<file path="src/rtl/red_seq_unit.sv">
// Sequential lane-sum reduction: adds every LANE_W-bit lane of A and B into one
// exact sum, one lane pair per cycle, with a start/ready/done handshake.
module red_seq_unit #(
    parameter int DATA_W = 16,
    parameter int LANE_W = 4
) (
    input  logic              clk,
    input  logic              rst,
    input  logic              start,
    input  logic              sgn,
    input  logic [DATA_W-1:0] A,
    input  logic [DATA_W-1:0] B,
    output logic              ready,
    output logic              done,
    output logic [DATA_W-1:0] result
);
    localparam int LANES = DATA_W / LANE_W;
    localparam int IDX_W = (LANES > 1) ? $clog2(LANES) : 1;
    localparam int ACC_W = LANE_W + 2 + $clog2(LANES);
    localparam int SUM_W = LANE_W + 2;

    typedef enum logic [1:0] {
        IDLE  = 2'd0,
        ACCUM = 2'd1,
        DONE  = 2'd2
    } state_t;

    state_t              state_q, state_d;
    logic [DATA_W-1:0]   a_q, a_d;
    logic [DATA_W-1:0]   b_q, b_d;
    logic                sgn_q, sgn_d;
    logic [IDX_W-1:0]    idx_q, idx_d;
    logic [ACC_W-1:0]    acc_q, acc_d;
    logic [DATA_W-1:0]   result_q, result_d;
    logic                done_q, done_d;

    logic [LANE_W-1:0]   a_lanes [LANES];
    logic [LANE_W-1:0]   b_lanes [LANES];
    logic [LANE_W-1:0]   a_l, b_l;
    logic [SUM_W-1:0]    a_ext, b_ext, lane_sum;
    logic [ACC_W-1:0]    acc_next;
    logic [DATA_W-1:0]   res_sext, res_zext;

    genvar gi;
    generate
        for (gi = 0; gi < LANES; gi++) begin : g_lane
            assign a_lanes[gi] = a_q[gi*LANE_W +: LANE_W];
            assign b_lanes[gi] = b_q[gi*LANE_W +: LANE_W];
        end
    endgenerate

    assign a_l = a_lanes[idx_q];
    assign b_l = b_lanes[idx_q];

    // Two guard bits keep the unsigned pair sum non-negative once it is
    // sign-extended into the accumulator.
    assign a_ext    = {{2{sgn_q & a_l[LANE_W-1]}}, a_l};
    assign b_ext    = {{2{sgn_q & b_l[LANE_W-1]}}, b_l};
    assign lane_sum = a_ext + b_ext;
    assign acc_next = acc_q + ACC_W'($signed(lane_sum));
    assign res_sext = DATA_W'($signed(acc_next));
    assign res_zext = DATA_W'(acc_next);

    assign ready  = (state_q != ACCUM);
    assign done   = done_q;
    assign result = result_q;

    always_comb begin
        state_d  = state_q;
        a_d      = a_q;
        b_d      = b_q;
        sgn_d    = sgn_q;
        idx_d    = idx_q;
        acc_d    = acc_q;
        result_d = result_q;
        done_d   = 1'b0;
        case (state_q)
            IDLE, DONE: begin
                if (start) begin
                    a_d     = A;
                    b_d     = B;
                    sgn_d   = sgn;
                    acc_d   = '0;
                    idx_d   = '0;
                    state_d = ACCUM;
                end else begin
                    state_d = IDLE;
                end
            end
            ACCUM: begin
                acc_d = acc_next;
                idx_d = idx_q + 1'b1;
                if (idx_q == IDX_W'(LANES - 1)) begin
                    result_d = sgn_q ? res_sext : res_zext;
                    done_d   = 1'b1;
                    state_d  = DONE;
                end
            end
            default: state_d = IDLE;
        endcase
    end

    always_ff @(posedge clk) begin
        if (rst) begin
            state_q  <= IDLE;
            a_q      <= '0;
            b_q      <= '0;
            sgn_q    <= 1'b0;
            idx_q    <= '0;
            acc_q    <= '0;
            result_q <= '0;
            done_q   <= 1'b0;
        end else begin
            state_q  <= state_d;
            a_q      <= a_d;
            b_q      <= b_d;
            sgn_q    <= sgn_d;
            idx_q    <= idx_d;
            acc_q    <= acc_d;
            result_q <= result_d;
            done_q   <= done_d;
        end
    end
endmodule

</file>
<file path="config.mk">
export PLATFORM = sky130hd
export DESIGN_NAME = red_seq_unit
export DESIGN_NICKNAME = d
export VERILOG_FILES = /design/src/rtl/red_seq_unit.sv
export SDC_FILE = /design/constraint.sdc
export NUM_CORES = 1
export LEC_CHECK = 0
export CORE_MARGIN = 5
export CORE_UTILIZATION = 46
export CTS_CLUSTER_DIAMETER = 30
export DETAILED_ROUTE_END_ITERATION = 8
export GPL_TIMING_DRIVEN = 0
export PLACE_DENSITY = 0.75
export SETUP_SLACK_MARGIN = 0.4
export SYNTH_ARGS = -nofsm -noshare
export SYNTH_HDL_FRONTEND = slang
export SYNTH_SLANG_ARGS = --single-unit
</file>
<file path="constraint.sdc">
create_clock -name clk -period 3.35 [get_ports clk]
set_clock_uncertainty 0.05 [all_clocks]
set_input_delay 0.335 -clock clk [delete_from_list [all_inputs] [get_ports clk]]
set_output_delay 0.335 -clock clk [all_outputs]
set_load 0.05 [all_outputs]
</file>
==> results.json <==
{
  "status": "finished, violations left",
  "violations": "setup timing",
  "max_slew_margin_pct": 58.6,
  "dp_hpwl_mm": 4.88,
  "ctsHoldBuffers": 0,
  "synth_area_mm2": 0.00271,
  "p_leak_nw": 1.46,
  "ys_async_sr_fraction_pct": 0,
  "hp-class": "reg2reg",
  "yosys.area_share.simple_pct": 20.6,
  "synthCells": 320,
  "drive_gt1_share_pct": 20.3,
  "grt_pass1_wl_mm": 11.1,
  "seqPwrFrac_pct": 49.8,
  "vias": 2436,
  "p_sw_share_pct": 29.3,
  "num_io_pins": 54,
  "vias_per_cell": 5.19,
  "syn_avg_cell_area_um2": 8.47,
  "nets": 444,
  "die_y_um": 86.8,
  "crit_chain": "buf_12 -> buf_4 -> mux4_2 -> ha_2 -> a21o_1 -> a21oi_2 -> xnor2_1 -> ha_1 -> o211ai_1 -> o211a_1 -> or4_1 -> mux2_2 -> nand2_1",
  "synth-edff-count": 0,
  "max_freq_ghz": 0.289,
  "irDropWorstVdd_v": 0.000228,
  "synth-xor-area-share_pct": 1.94,
  "p_per_area_mw_per_mm2": 372,
  "cp-end-kind": "flip-flop",
  "yosys-top-cells-count": "nand2_1, dfxtp_1, a21oi_1",
  "worst-setup-path-type": "reg2reg",
  "antenna_found_initial": 0,
  "synth_cell_types": 40,
  "die_area_mm2": 0.00753,
  "crit_start": "idx_q[0]",
  "gr-total-overflow": 0,
  "seq_area_frac_synth_pct": 40.6,
  "yosysMostFrequentCell": "nand2_1",
  "postRouteAntennaNets": 0,
  "internal_power_mw": 0.996,
  "arrival_ns": 3.67,
  "clock_latency_ns": 0.32,
  "final_area_mm2": 0.00379,
  "min_from": "result[1]",
  "synth_fa_ha_area_share_pct": 7.48,
  "grt_setup_unrepaired": "true",
  "drv_cap": 0,
  "crit_path_max_fanout": 5,
  "dp.cells": 448,
  "syn_nets": 371,
  "final_cells": 469,
  "drt_iter0_drc": 77,
  "muxShareOfSynthArea_pct": 7.48,
  "postPlaceCellArea_mm2": 0.00336,
  "diodes": 0,
  "grt_max_degree": 18,
  "max_stage_delay_ns": 0.51,
  "num_rows": 28,
  "finalCritPeriodShare_pct": 103,
  "tightestPinTransition_ns": 0.618,
  "finalHoldViolCount": 0,
  "wire_per_inst_um": 14.6,
  "yosysWarnings": 0,
  "synth_largest_area_cell": "dfxtp_1",
  "cpMaxStageDelayCell": "mux4_2",
  "cts.sinks": 55,
  "synth-compound-area-share_pct": 15.7,
  "switchingPower_mw": 0.413,
  "htree_num_levels": 2,
  "numCtsBuffers": 5,
  "initial_core_util_pct": 46.6,
  "timing.rr.start": "idx_q[0]",
  "p_clk_share_pct": 27.5,
  "firstDrtPassIters": 4,
  "grtUsageTotal_pct": 18.8,
  "cts-root-buf": "clkbuf_8",
  "synth_seq_cells": 55,
  "fin_crit_ns": 3.46,
  "port_buffers": 53,
  "startpoint_type": "flip-flop",
  "core_mm2": 0.00582,
  "clk_pin_slew_ns": 0.10,
  "drc": 0,
  "cts_buffer_depth": 2,
  "worstPathRequired_ns": 3.56,
  "ys.flop_type": "dfxtp_1",
  "cts_tree": "built",
  "synth_top_family_by_area": "simple AND/OR/NAND/NOR gates",
  "place_congestion": 0.845,
  "ys_top_cells_by_area": "dfxtp_1, nand2_1, a21oi_1",
  "grt_pass1_vias": 2456,
  "setup_viol": 3,
  "whs_ns": 0.409,
  "area_delta_synth_final_pct": 39.8,
  "synthDominantCellAreaShare_pct": 40.6,
  "fin_ws_ns": -0.109,
  "route.final.wire_length_mm": 6.85,
  "die_x_um": 86.8,
  "combPwrFrac_pct": 22.7,
  "maxSlewViolCount": 0
}
area by class of cell:
class	count	area [um^2]
Buffer	25	156
Clock buffer	6	72.6
Clock inverter	2	16.3
Fill cell	521	2030
Inverter	7	28.8
Multi-Input combinational cell	233	1650
Sequential cell	55	1100
Tap cell	75	93.8
Timing Repair Buffer	66	664
through the flow:
step / utilization [%] / worst slack (ns) / power (mW) / TNS (ns)
4_1_cts: 62.8 / -0.0390 / 1.37 / -0.0390
6_report: 65.1 / -0.109 / 1.41 / -0.144
2_1_floorplan: - / 0.0642 / 0.868 / 0
5_1_grt: 65.1 / -0.187 / 1.46 / -0.566
3_5_place_dp: 57.9 / -0.409 / 0.962 / -0.993
3_3_place_gp: 57.9 / -0.347 / 0.954 / -0.753
layout by cell type, fill, tap and decap left out, drive strengths merged, types with 2 or more instances in the layout:
master         instances
xnor2                  4
dfxtp                 55
o211ai                 4
ha                    13
o21ai                  5
mux4                   8
and2                   3
xor2                   2
a22oi                  7
a211oi                 3
buf                   26
nand2b                 4
mux2                   2
nor3b                  2
clkbuf                18
inv                    8
nor2                  25
clkdlybuf4s50         53
a21o                   5
a21oi                 45
fa                     2
nand2                 82
nor4b                  2
nand3b                 2
worst max-delay path, delay by kind of cell, from the launching register on:
kind | cells | cell delay (ns)
AND/OR/NAND/NOR | 2 | 0.45
adder cells (fa/ha/maj) | 2 | 0.67
flip-flops | 1 | 0.39
multiplexers | 2 | 0.78
buffers and inverters | 2 | 0.22
AO/OA/AOI/OAI | 4 | 0.72
XOR/XNOR | 1 | 0.11
registers in the layout, summed over array words and instances (netlist names):
signal	flops
result	9
sgn_q	1
acc_q	8
state_q	2
b_q	16
done	1
a_q	16
idx_q	2
final timing paths:
path | depth (start not counted) | slack (ns) | endpoint
max | 13 | -0.11 | acc_q[7]
min | 2 | 0.41 | result[1]
max reg2reg | 13 | -0.11 | acc_q[7]
min reg2reg | 2 | 0.41 | result[1]
what timing repair did:
| item | 4_1_cts | 5_1_grt |
|---|---|---|
| buffers inserted | 9 | 3 |
| resized for setup | 24 | 24 |
| cloned | 1 | 0 |
| pin swaps | 20 | 16 |
| hold endpoints to repair | 0 | 0 |
| endpoints found under the setup margin | 11 | 11 |
layer usage:
metal / up-vias / GRT usage, % / share of wire, %
met1: 1140 / 21.7 / 43
met3: 9 / 3.52 / 4.2
li1: 1230 / - / -
met2: 57 / 35.4 / 51
met5: - / 0 / 0
met4: 0 / 4.25 / 1.3
kinds of logic (layout without fill, tap and decap cells):
logic type,count (synthesis),count (layout)
and+or+nand+nor,129,129
AOI/OAI and AO/OA,73,73
buffers and inverters,32,106
muxes,10,10
adders and majority gates,15,15
xor gates and xnor gates,6,6
DFF,55,55
power groups by stage:
stage	combinational (mW)	sequential [mW]	clock (mW)
floorplan	0.157	0.711	0
global placement	0.239	0.715	0
detailed placement	0.246	0.716	0
CTS	0.284	0.701	0.388
global route	0.349	0.706	0.405
finish	0.320	0.702	0.387
Power figures use the tool's default switching activity.
